File: src/rtl/pc_gen_pkg.sv
// Shared types and helpers for the fetch-stage program-counter generator.
// Holds the FSM states, the redirect-cause encoding and the alignment mask.
package pc_gen_pkg;

  typedef enum logic [1:0] {
    BOOT,
    RUN,
    BUBBLE
  } fsm_state_t;

  typedef enum logic [2:0] {
    NONE,
    TRAP,
    FLUSH,
    BRANCH,
    JUMP
  } redirect_t;

  // Keeps every bit except the low log2(inst_bytes) bits; inst_bytes must be a power of two.
  function automatic logic [63:0] align_mask(input int unsigned inst_bytes);
    logic [63:0] low_bits;
    low_bits = 64'(inst_bytes) - 64'd1;
    return ~low_bits;
  endfunction

endpackage

File: src/rtl/pc_ras.sv
// Circular return-address stack for call/return prediction.
// When full, a push overwrites the oldest entry and the count stays saturated.
module pc_ras #(
  parameter int XLEN      = 32,
  parameter int RAS_DEPTH = 4
) (
  input  logic            clk,
  input  logic            rst_n,
  input  logic            push,
  input  logic            pop,
  input  logic            clear,
  input  logic [XLEN-1:0] push_data,
  output logic [XLEN-1:0] top,
  output logic            empty,
  output logic            full
);

  localparam int PW = (RAS_DEPTH > 1) ? $clog2(RAS_DEPTH) : 1;
  localparam int CW = PW + 1;
  localparam logic [CW-1:0] DEPTH_COUNT = CW'(RAS_DEPTH);

  logic [XLEN-1:0] entries [RAS_DEPTH];
  logic [PW-1:0]   top_ptr;
  logic [PW-1:0]   ptr_inc;
  logic [PW-1:0]   ptr_dec;
  logic [CW-1:0]   count;

  assign ptr_inc = top_ptr + PW'(1);
  assign ptr_dec = top_ptr - PW'(1);
  assign empty   = (count == '0);
  assign full    = (count == DEPTH_COUNT);
  assign top     = entries[top_ptr];

  // push+pop on a non-empty stack replaces the top; on an empty stack it acts as a plain push.
  always_ff @(posedge clk or negedge rst_n) begin
    if (!rst_n) begin
      for (int i = 0; i < RAS_DEPTH; i++) begin
        entries[i] <= '0;
      end
      top_ptr <= '0;
      count   <= '0;
    end else if (clear) begin
      top_ptr <= '0;
      count   <= '0;
    end else if (push && pop && !empty) begin
      entries[top_ptr] <= push_data;
    end else if (push) begin
      entries[ptr_inc] <= push_data;
      top_ptr          <= ptr_inc;
      if (!full) begin
        count <= count + CW'(1);
      end
    end else if (pop && !empty) begin
      top_ptr <= ptr_dec;
      count   <= count - CW'(1);
    end
  end

endmodule

File: src/rtl/pc_gen.sv
// Fetch-stage program-counter generator: prioritised redirects, reset vector,
// valid/ready fetch handshake with redirect bubbles, and RAS-based return prediction.
module pc_gen
  import pc_gen_pkg::*;
#(
  parameter int              XLEN       = 32,
  parameter logic [XLEN-1:0] RESET_VEC  = '0,
  parameter int              INST_BYTES = 4,
  parameter int              RAS_DEPTH  = 4
) (
  input  logic            clk,
  input  logic            rst_n,
  input  logic            stall_n,
  input  logic            fetch_ready,
  output logic            fetch_valid,
  output logic [XLEN-1:0] pc,
  input  logic            trap,
  input  logic [XLEN-1:0] trap_vec,
  input  logic            flush,
  input  logic [XLEN-1:0] flush_addr,
  input  logic            branch_taken,
  input  logic [XLEN-1:0] branch_target,
  input  logic            jump,
  input  logic [XLEN-1:0] jump_addr,
  input  logic            call,
  input  logic [XLEN-1:0] call_ret_addr,
  input  logic            ret,
  output logic            ras_empty,
  output logic            ras_full
);

  localparam logic [XLEN-1:0] ALIGN_MASK = XLEN'(align_mask(INST_BYTES));
  localparam logic [XLEN-1:0] INST_STEP  = XLEN'(INST_BYTES);

  fsm_state_t      state;
  fsm_state_t      next_state;
  redirect_t       cause;
  logic [XLEN-1:0] target;
  logic [XLEN-1:0] ras_top;
  logic            ras_push;
  logic            ras_pop;
  logic            ras_clear;
  logic            advance;

  always_comb begin
    cause = NONE;
    if (trap) begin
      cause = TRAP;
    end else if (flush) begin
      cause = FLUSH;
    end else if (branch_taken) begin
      cause = BRANCH;
    end else if (jump) begin
      cause = JUMP;
    end
  end

  // call/ret only act on the RAS when the jump is the winning redirect.
  always_comb begin
    target    = '0;
    ras_push  = 1'b0;
    ras_pop   = 1'b0;
    ras_clear = 1'b0;
    unique case (cause)
      TRAP: begin
        target    = trap_vec;
        ras_clear = 1'b1;
      end
      FLUSH:  target = flush_addr;
      BRANCH: target = branch_target;
      JUMP: begin
        target   = (ret && !ras_empty) ? ras_top : jump_addr;
        ras_pop  = ret && !ras_empty;
        ras_push = call;
      end
      default: target = '0;
    endcase
  end

  always_comb begin
    next_state = state;
    unique case (state)
      BOOT:    next_state = RUN;
      RUN:     next_state = (trap || flush) ? BUBBLE : RUN;
      BUBBLE:  next_state = (trap || flush) ? BUBBLE : RUN;
      default: next_state = BOOT;
    endcase
  end

  assign advance = fetch_valid && fetch_ready && stall_n;

  always_ff @(posedge clk or negedge rst_n) begin
    if (!rst_n) begin
      state       <= BOOT;
      fetch_valid <= 1'b0;
      pc          <= RESET_VEC;
    end else begin
      state       <= next_state;
      fetch_valid <= (next_state == RUN);
      if (cause != NONE) begin
        pc <= target & ALIGN_MASK;
      end else if (advance) begin
        pc <= pc + INST_STEP;
      end
    end
  end

  pc_ras #(
    .XLEN      (XLEN),
    .RAS_DEPTH (RAS_DEPTH)
  ) u_ras (
    .clk       (clk),
    .rst_n     (rst_n),
    .push      (ras_push),
    .pop       (ras_pop),
    .clear     (ras_clear),
    .push_data (call_ret_addr & ALIGN_MASK),
    .top       (ras_top),
    .empty     (ras_empty),
    .full      (ras_full)
  );

endmodule

File: config.mk
export PLATFORM = sky130hd
export DESIGN_NAME = pc_gen
export DESIGN_NICKNAME = d
export VERILOG_FILES = /design/src/rtl/pc_gen_pkg.sv /design/src/rtl/pc_ras.sv /design/src/rtl/pc_gen.sv
export SDC_FILE = /design/constraint.sdc
export NUM_CORES = 1
export LEC_CHECK = 0
export CELL_PAD_IN_SITES_DETAIL_PLACEMENT = 1
export CELL_PAD_IN_SITES_GLOBAL_PLACEMENT = 2
export CORE_MARGIN = 1.5
export CORE_UTILIZATION = 32
export DETAILED_ROUTE_END_ITERATION = 12
export GPL_ROUTABILITY_DRIVEN = 0
export GPL_TIMING_DRIVEN = 0
export PLACE_DENSITY = 0.79
export SLEW_MARGIN = 40
export SYNTH_ARGS = -nofsm -noshare
export SYNTH_HDL_FRONTEND = slang
export SYNTH_SLANG_ARGS = --single-unit
File: constraint.sdc
create_clock -name clk -period 2.44 [get_ports clk]
set_input_delay 0.732 -clock clk [delete_from_list [all_inputs] [get_ports clk]]
set_output_delay 0.732 -clock clk [all_outputs]
set_load 0.01 [all_outputs]
==> impl_metrics.csv, run 1 <==
group,metric,value,unit
critical_path,worstPathCellList,"buf_2 > buf_4 > inv_1 > ha_1 > nand2_1 > a21oi_4 > buf_12 > buf_6 > mux2_1",
placed_design,dp_slack,-826,ps
timing,slew_headroom,0.507,
pwr,p_seq_frac,0.424,
timing,rsz0062_at_grt,"false",
placed_design,dp_hpwl,22400,um
critical_path,crit_fanout,10,
critical_path,critical_path_class,"reg2reg",
synth,ys_warn_count,0,
synth,yosysMostFrequentCell,"dfrtp_1",
synth,ys_async_sr_fraction,1.00,
die,design.die.area,0.0279,sq mm
critical_path,start_kind,"flop",
critical_path,arrival,2660,ps
route,viasPerCell,5.25,
outcome,run_status,"finished, final reports clean",
pwr,sw_frac_of_total,0.267,
cells_and_area,layout.nets,1147,
cts,worstSkewPairLatency,440,ps
critical_path,cp_top_family,"buffers and inverters",
pwr,clockPowerShare,0.407,
pwr,p_leak,0.00520,uW
global_routing,grt_pass1_wl,46000,um
pwr,net-switching-power,1930,uW
synth,synth.top_cell.area_share,0.459,
worst_hold_path,hp-class,"in2async",
pwr,p_int,5300,uW
critical_path,critical_path.max_stage_delay,480,ps
die,ioPinCount,205,
pwr,power.density,606,mW/mm^2
placed_design,place.port_buffers,192,
cells_and_area,fin_cells,1316,
route,first_pass_iters,5,
critical_path,worst_ep_required_time,2750,ps
route,wl_per_cell,22.7,um
synth,synth_common_cells,"dfrtp_1, mux2_1, nand2_1, a21oi_1, nor2_1",
timing,timing.final.crit_share,0.963,
synth,synth_edf_count,0,
global_routing,antenna_found_initial,1,
synth,yosysUniqueCellTypes,61,
timing,fin_ws,90.5,ps
synth,syn_area,0.00861,sq mm
global_routing,grt_pass1_vias,7504,
cts,cts_tree,"built",
placed_design,dpl-instance-area,0.0110,sq mm
timing,finalSetupTns,0,ps
timing,hold_viol,0,
synth,yosysSeqAreaShare,0.459,
critical_path,crit_buf_inv,5,
route,drt_iter0_drc,323,
synth,synth.largest_area_cell,"dfrtp_1",
timing,worstMarginPinSlew,739,ps
global_routing,grt-ovfl-total,0,
job,max-cap-violations,0,
route,drt-total-wl,29900,um
synth,synth.area.top_cells,"dfrtp_1, mux2_1, mux4_2, nand2_1, a21oi_1",
die,core_area,0.0262,sq mm
critical_path,crit_path_top_delay_cell,"dfrtp_2",
synth,synthCells,744,
cts,cts.clk_slew.worst_paths,70,ps
synth,avgSynthCellArea,11.6,sq um
cts,cts.sinks,158,
critical_path,end_kind,"flop",
pwr,p_comb_frac,0.169,
cts,cts_hold_buf,0,
cells_and_area,area_growth,38.4,%
timing,final_max_slew_viol_count,0,
die,num_rows,59,
cells_and_area,final_cell_area,0.0119,sq mm
global_routing,grt_max_degree,64,
cts,cts_root_buf,"clkbuf_16",
timing,setup_viol,0,
timing,min_period,2350,ps
pwr,vdd_drop_max,0.437,mV
cts,clock_path_buffers,2,
cts,cts.htree.levels,4,
timing,skew,15.9,ps
cts,cts_buffers,17,
route,vias,6906,
die,dieHeight,167,um
route,drcViolationCount,0,
synth,synthFlopType,"dfrtp_1",
global_routing,grt_use_total,0.220,
placed_design,dp.cells,1274,
cells_and_area,drive_gt1_frac,0.137,
route,final_antenna_net_count,0,
synth,ys_seq_elements,158,
die,start_util,0.329,
timing,max_freq,0.426,GHz
die,die_w,167,um
[final cells by class]
cell class,count,area [sq um]
Fill cell,2759,14300
Multi-Input combinational cell,527,4410
Sequential cell,158,3960
Timing Repair Buffer,203,2100
Clock buffer,18,439
Tap cell,335,419
Buffer,52,369
Clock inverter,14,203
Inverter,8,30.0
Antenna cell,1,2.50
[sequential cells by signal (all words and copies together), names as in the netlist]
signal         cells
fetch_valid        1
pc                30
state              2
u_ras.count        3
u_ras.entries    120
u_ras.top_ptr      2
[path summary, 6_finish.rpt]
check,slack (ps),endpoint,from,cells after the start
setup / recovery,90,u_ras.entries[72]$_DFFE_PN0P_,u_ras.top_ptr[1]$_DFFE_PN0P_,9
hold / removal,170,pc[7]$_DFFE_PN0P_,rst_n,1
setup reg to reg,90,u_ras.entries[72]$_DFFE_PN0P_,u_ras.top_ptr[1]$_DFFE_PN0P_,9
hold reg to reg,480,u_ras.entries[16]$_DFFE_PN0P_,u_ras.entries[16]$_DFFE_PN0P_,1
max in group asynchronous,1320,u_ras.entries[23]$_DFFE_PN0P_,rst_n,3
min in group clk,480,u_ras.entries[16]$_DFFE_PN0P_,u_ras.entries[16]$_DFFE_PN0P_,1
[stage by stage]
step           total power [uW]  utilization  hold WS (ps)
5_1_grt                    7530        0.455           169
6_report                   7220        0.455           167
3_3_place_gp               4260        0.418           462
4_1_cts                    7290        0.450           164
2_1_floorplan              3580            -           436
3_5_place_dp               4310        0.420           472
[timing repair]
item / in CTS / in global routing
pin swaps: 2 / 4
cloned: 1 / 1
setup buffers: 5 / 2
setup endpoints to repair: 156 / 152
gates resized for setup: 36 / 19
[cell usage in the layout, fill, tap and decap left out, types with 4 or more instances in the layout]
cell and instances:
clkdlybuf4s50_1 185, dfrtp_1 156, mux2_1 121, nand2_1 83, a21oi_1 37, nor2_1 35
mux4_2 30, nand3_1 24, a22oi_1 22, clkbuf_16 18, xor2_1 17, clkbuf_1 15
buf_6 13, and3_1 13, buf_4 11, nand4_1 10, a221oi_1 10, ha_1 10
o21ai_0 8, inv_1 7, buf_2 7, xnor2_1 7, o211ai_1 7, o21ai_1 7
nor3_1 6, clkbuf_2 6, o22ai_1 6, a211oi_1 6, a31oi_1 5, a21oi_4 4
buf_8 4, a2111oi_0 4, bufinv_16 4, dlygate4sd2_1 4
[logic make-up (layout without fill, tap and decap cells)]
group / Yosys count / count (layout) / synth area share
adders and majority gates: 10 / 10 / 0.0145
other: 1 / 3 / 0.000435
and+or+nand+nor: 199 / 199 / 0.114
xor gates and xnor gates: 24 / 24 / 0.0244
DFF: 158 / 158 / 0.459
buffers and inverters: 60 / 295 / 0.0357
AOI/OAI and AO/OA: 137 / 137 / 0.110
muxes: 155 / 155 / 0.241
[layer usage]
metal	GRT usage	wire, um
met5	0	0
met1	0.289	13400
met3	0.0349	1180
met4	0.0676	459
met2	0.373	14800
[power by group through the flow]
stage | Clock [uW] | Sequential [uW] | Combinational (uW)
final | 2940 | 3070 | 1220
after global routing | 3100 | 3100 | 1330
after CTS | 3000 | 3060 | 1220
after detailed placement | 0 | 3110 | 1200
after global placement | 0 | 3090 | 1170
after floorplan | 0 | 3070 | 514
[worst register-to-register path: cells and delay by family, from the launching register on]
| kind | cells | cell delay (ps) |
|---|---|---|
| compound gates | 1 | 80 |
| fa+ha+maj | 1 | 200 |
| buf+inv | 5 | 1040 |
| flops | 1 | 480 |
| mux | 1 | 330 |
| simple gates | 1 | 110 |
Note: power is estimated with default switching activity, not from simulation.
==> run 2, diff against run 1 <==
- SLEW_MARGIN: 40 -> unset
==> run 2 against run 1 <==
Against the previous run: highest routed layer unchanged; clock power is 2% lower; fmax is 0.28% higher; count of clock-buffer cells in the layout is 1 higher; largest cell class unchanged.
==> impl_metrics.csv, run 2 (synthesis gave the netlist of run 1 again) <==
group,metric,value,unit
route,final_antenna_net_count,0,
timing,max_freq,0.427,GHz
cells_and_area,top_register,"u_ras.entries",
placed_design,dpl-instance-area,0.0110,sq mm
cells_and_area,final_cell_area,0.0119,sq mm
timing,worstMarginPinSlew,753,ps
critical_path,critical_path.max_stage_delay,490,ps
pwr,power.density,605,mW/mm^2
global_routing,grt-ovfl-total,0,
die,design.die.area,0.0279,sq mm
pwr,p_comb_frac,0.169,
pwr,clockPowerShare,0.404,
critical_path,start_kind,"flop",
timing,final_max_slew_viol_count,0,
cells_and_area,drive_gt1_frac,0.136,
timing,skew,10.2,ps
placed_design,dp_hpwl,22200,um
worst_hold_path,hp-class,"in2async",
critical_path,cpMostUsedCell,"buf_4",
outcome,run_status,"finished, final reports clean",
job,max-cap-violations,0,
placed_design,place.port_buffers,192,
cells_and_area,area_growth,37.6,%
cts,cts_hold_buf,0,
timing,min_period,2340,ps
critical_path,end_kind,"flop",
cells_and_area,reg_top3,"u_ras.entries (120), pc (30), u_ras.count (3)",
route,drcViolationCount,0,
critical_path,crit_fanout,10,
global_routing,grt_pass1_vias,7626,
cts,cts.sinks,158,
route,first_pass_iters,4,
timing,hold_viol,0,
cells_and_area,utilization,0.452,
cts,worstSkewPairLatency,430,ps
timing,timing.final.crit_share,0.960,
route,vias,6977,
global_routing,grt_use_total,0.220,
pwr,vdd_drop_max,0.422,mV
critical_path,worstPathCellList,"buf_4 > buf_4 > inv_1 > ha_1 > nand2_1 > a21oi_4 > buf_4 > mux2_1",
timing,slew_headroom,0.498,
route,drt_iter0_drc,369,
pwr,sw_frac_of_total,0.272,
cts,clock_path_buffers,2,
pwr,net-switching-power,1950,uW
global_routing,grt_pass1_wl,46000,um
die,start_util,0.329,
route,viasPerCell,5.31,
cts,cts_root_buf,"clkbuf_16",
route,drt-total-wl,30000,um
global_routing,antenna_found_initial,0,
cells_and_area,layout.nets,1146,
die,die_w,167,um
route,wl_per_cell,22.8,um
timing,rsz0062_at_grt,"false",
cells_and_area,layout_commonest_cell,"clkdlybuf4s50_1",
die,ioPinCount,205,
global_routing,grt_max_degree,124,
cts,cts.htree.levels,4,
cells_and_area,final_cell_mix,"clkdlybuf4s50_1, dfrtp_1, mux2_1",
cts,cts_buffers,17,
cells_and_area,largest_register_ff_count,120,
critical_path,worst_ep_required_time,2750,ps
cts,cts.clk_slew.worst_paths,70,ps
pwr,p_seq_frac,0.427,
critical_path,critical_path_class,"reg2reg",
die,num_rows,59,
die,core_area,0.0262,sq mm
timing,setup_viol,0,
pwr,p_leak,0.00518,uW
die,dieHeight,167,um
cts,cts_tree,"built",
pwr,p_int,5220,uW
critical_path,reg2reg_slack,100,ps
critical_path,crit_path_top_delay_cell,"dfrtp_2",
critical_path,arrival,2650,ps
==> run 2: cell count changes in the layout (fill, tap and decap cells not counted), moves of 3 or more <==
cell,before,now
a2111oi_1,0,3
buf_4,11,18
a2111oi_0,4,1
buf_6,13,5
==> run 2: timing repair <==
action,CTS,global route
setup endpoints to repair,157,111
cloned,3,0
pin swaps,2,2
setup buffers,6,1
resized for setup,33,14
==> run 2: worst max-delay path, delay by kind of cell, from the launching register on <==
family / cells / cell delay [ps]
buffers and inverters: 4 / 850
DFF: 1 / 490
muxes: 1 / 350
AOI/OAI and AO/OA: 1 / 270
adders and majority gates: 1 / 170
and+or+nand+nor: 1 / 80
==> run 2: area by class of cell <==
class                      count  area, sq um
clock inverter                13          178
antenna                        1         2.50
clock buffer                  19          453
tap                          335          419
buffer                        51          342
fill                        2787        14400
inverter                       8         30.0
sequential                   158         3960
multi-input combinational    527         4400
timing repair buffer         203         2070
==> run 2: path summary, 6_finish.rpt <==
| kind | from | endpoint | cells after the start |
|---|---|---|---|
| min reg2reg | u_ras.entries[106]$_DFFE_PN0P_ | u_ras.entries[106]$_DFFE_PN0P_ | 1 |
| max reg2reg | u_ras.top_ptr[1]$_DFFE_PN0P_ | u_ras.entries[83]$_DFFE_PN0P_ | 8 |
| min in group clk | u_ras.entries[106]$_DFFE_PN0P_ | u_ras.entries[106]$_DFFE_PN0P_ | 1 |
| max in group asynchronous | rst_n | u_ras.top_ptr[1]$_DFFE_PN0P_ | 2 |
| max | u_ras.top_ptr[1]$_DFFE_PN0P_ | u_ras.entries[83]$_DFFE_PN0P_ | 8 |
| min | rst_n | pc[6]$_DFFE_PN0P_ | 1 |
==> run 2: power groups by stage <==
stage / clock network [uW] / logic, uW / registers, uW
6_report: 2890 / 1210 / 3060
5_1_grt: 3030 / 1320 / 3100
4_1_cts: 2930 / 1220 / 3060
3_5_place_dp: 0 / 1190 / 3100
3_3_place_gp: 0 / 1170 / 3090
2_1_floorplan: 0 / 514 / 3070
==> run 2: layer usage <==
metal	up-vias	share of wire	global-route usage
met1	3577	0.44	0.286
met4	0	0.0095	0.0423
met5	-	0	0
met2	158	0.51	0.387
met3	21	0.044	0.0375
li1	3221	-	-
==> run 2: through the flow <==
stage | setup WS [ps] | power, uW | std cells | setup TNS [ps] | hold slack, ps
after floorplan | 36.6 | 3580 | 745 | 0 | 436
after global placement | -6210 | 4260 | 1272 | -1080940 | 462
after detailed placement | -818 | 4300 | 1273 | -103370 | 470
after CTS | 22.6 | 7220 | 1313 | 0 | 171
after global routing | 0.0429 | 7450 | 1314 | 0 | 169
final | 97.0 | 7170 | 1315 | 0 | 161
==> run 3, diff against run 2 <==
- CORE_MARGIN: 1.5 -> unset
- CORE_UTILIZATION: 32 -> 35
- PLACE_DENSITY: 0.79 -> 0.85
- clock period: 2.44 -> 2.97 ns (I/O delays scaled with it)
==> run 3 against run 2 <==
Against the previous run: flip-flop and latch count unchanged; clock skew up 5.8 ps; utilization up 2.6 points; clock power down 21%; sequential share of layout area up 0.70 points; critical path type is now in2reg; largest cell class unchanged; largest power group unchanged.
==> impl_metrics.csv, run 3 (synthesis gave the netlist of run 1 again) <==
group,metric,value,unit
die,die_w,159,um
worst_hold_path,hp-class,"in2async",
die,start_util,0.355,
critical_path,crit_buf_inv,4,
timing,timing.final.crit_share,0.944,
critical_path,start_kind,"input pin",
route,viasPerCell,5.38,
route,final_antenna_net_count,0,
route,vias,6971,
cells_and_area,final_cell_area,0.0116,sq mm
global_routing,grt_max_degree,110,
critical_path,reg2reg_slack,530,ps
cts,cts_tree,"built",
critical_path,cp_top_family,"buffers and inverters",
route,first_pass_iters,5,
route,drcViolationCount,0,
timing,min_period,2810,ps
critical_path,critical_path_class,"in2reg",
global_routing,grt_pass1_wl,44800,um
critical_path,worst_ep_required_time,3240,ps
critical_path,worstPathCellList,"clkdlybuf4s50_1 > or3_1 > clkbuf_1 > nor2_1 > buf_2 > clkbuf_1 > a21oi_1",
die,num_rows,57,
timing,max_freq,0.356,GHz
global_routing,grt_use_total,0.234,
critical_path,end_kind,"flop",
pwr,total_power,5770,uW
cells_and_area,reg_top3,"u_ras.entries (120), pc (30), u_ras.count (3)",
timing,slew_headroom,0.507,
timing,skew,16.0,ps
cells_and_area,largest_register_ff_count,120,
placed_design,dpl-instance-area,0.0110,sq mm
timing,final_max_slew_viol_count,0,
critical_path,crit_fanout,10,
pwr,p_leak,0.00505,uW
global_routing,antenna_found_initial,1,
die,ioPinCount,205,
cts,cts.sinks,158,
placed_design,place.port_buffers,192,
critical_path,arrival,3080,ps
timing,rsz0062_at_grt,"false",
critical_path,reg2reg_from,"u_ras.top_ptr[0]$_DFFE_PN0P_",
cts,worstSkewPairLatency,430,ps
pwr,power.density,497,mW/mm^2
cts,cts_root_buf,"clkbuf_16",
critical_path,crit_path_top_delay_cell,"clkdlybuf4s50_1",
cts,cts_buffers,17,
cts,cts_hold_buf,0,
critical_path,cpMostUsedCell,"clkbuf_1",
job,max-cap-violations,0,
cts,cts.htree.levels,4,
timing,worstMarginPinSlew,740,ps
global_routing,grt_pass1_vias,7569,
cells_and_area,area_growth,34.7,%
critical_path,reg2reg_to,"pc[26]$_DFFE_PN0P_",
cells_and_area,layout.nets,1139,
timing,finalSetupTns,0,ps
cts,clock_path_buffers,2,
route,drt-total-wl,28700,um
die,core_area,0.0242,sq mm
route,drt_iter0_drc,349,
critical_path,critical_path.max_stage_delay,490,ps
cells_and_area,drive_gt1_frac,0.115,
pwr,vdd_drop_max,0.334,mV
die,design.die.area,0.0252,sq mm
cells_and_area,final_cell_mix,"clkdlybuf4s50_1, dfrtp_1, mux2_1",
timing,hold_viol,0,
cells_and_area,top_register,"u_ras.entries",
global_routing,grt-ovfl-total,0,
route,wl_per_cell,22.1,um
placed_design,dp_hpwl,22100,um
cells_and_area,fill_cells,2611,
timing,setup_viol,0,
critical_path,worstRegToRegCells,7,
outcome,run_status,"finished, final reports clean",
cts,cts.clk_slew.worst_paths,70,ps
die,dieHeight,159,um
cells_and_area,layout_commonest_cell,"clkdlybuf4s50_1",
==> run 3: routing by layer <==
layer  GRT usage  vias to the layer above  wire, um
li1            -                     3205         -
met1       0.300                     3588     12600
met2       0.405                      157     14600
met3      0.0436                       21      1080
met4      0.0616                        0       345
met5           0                        -         0
==> run 3: worst reg2reg max path: stages (launching register included) <==
cell and delay (ps):
dfrtp_1 410, buf_2 230, buf_2 390, mux4_2 590, nand2_1 110, nand3_1 100
a221oi_1 390, a21oi_1 80
==> run 3: worst max-delay path by stage <==
stage,from,endpoint,cells past startpoint
floorplan,branch_taken,u_ras.count[2]$_DFFE_PN0P_,9
finish,flush,pc[17]$_DFFE_PN0P_,7
global placement,rst_n,u_ras.entries[55]$_DFFE_PN0P_,1
detailed placement,branch_taken,u_ras.count[2]$_DFFE_PN0P_,10
CTS,branch_taken,u_ras.count[2]$_DFFE_PN0P_,10
global route,flush,pc[13]$_DFFE_PN0P_,7
==> run 3: what timing repair did <==
item,CTS,global route
endpoints found under the setup margin,2,24
setup buffers,0,2
gates resized for setup,1,2
pin swaps,1,1
==> run 3: metrics by stage <==
stage                     utilization  setup WS (ps)  hold WS, ps  std cells
after CTS                       0.478          -12.0          371       1293
after detailed placement        0.453           -463          469       1262
final                           0.479            165          359       1296
after floorplan                     -            408          452        745
after global placement          0.451          -5670          462       1261
after global routing            0.479           34.8          378       1296
==> run 3: area by class of cell <==
| cell class | instances | area [sq um] | area share |
|---|---|---|---|
| multi-input cells | 527 | 4360 | 0.375 |
| inverters | 8 | 30.0 | 0.00259 |
| repair buffers | 195 | 1970 | 0.170 |
| plain buffers | 52 | 280 | 0.0242 |
| clock inverters | 14 | 180 | 0.0155 |
| well taps | 324 | 405 | 0.0349 |
| diodes | 1 | 2.50 | 0.000216 |
| flip-flops and latches | 158 | 3950 | 0.341 |
| clock buffers | 17 | 425 | 0.0367 |
==> run 3: report_power, final <==
part	internal (uW)	total (uW)	leakage, uW	switching [uW]
logic	535	986	0.00268	451
clock network	1330	2280	0.000296	940
registers	2350	2510	0.00208	155
total	4220	5770	0.00505	1550
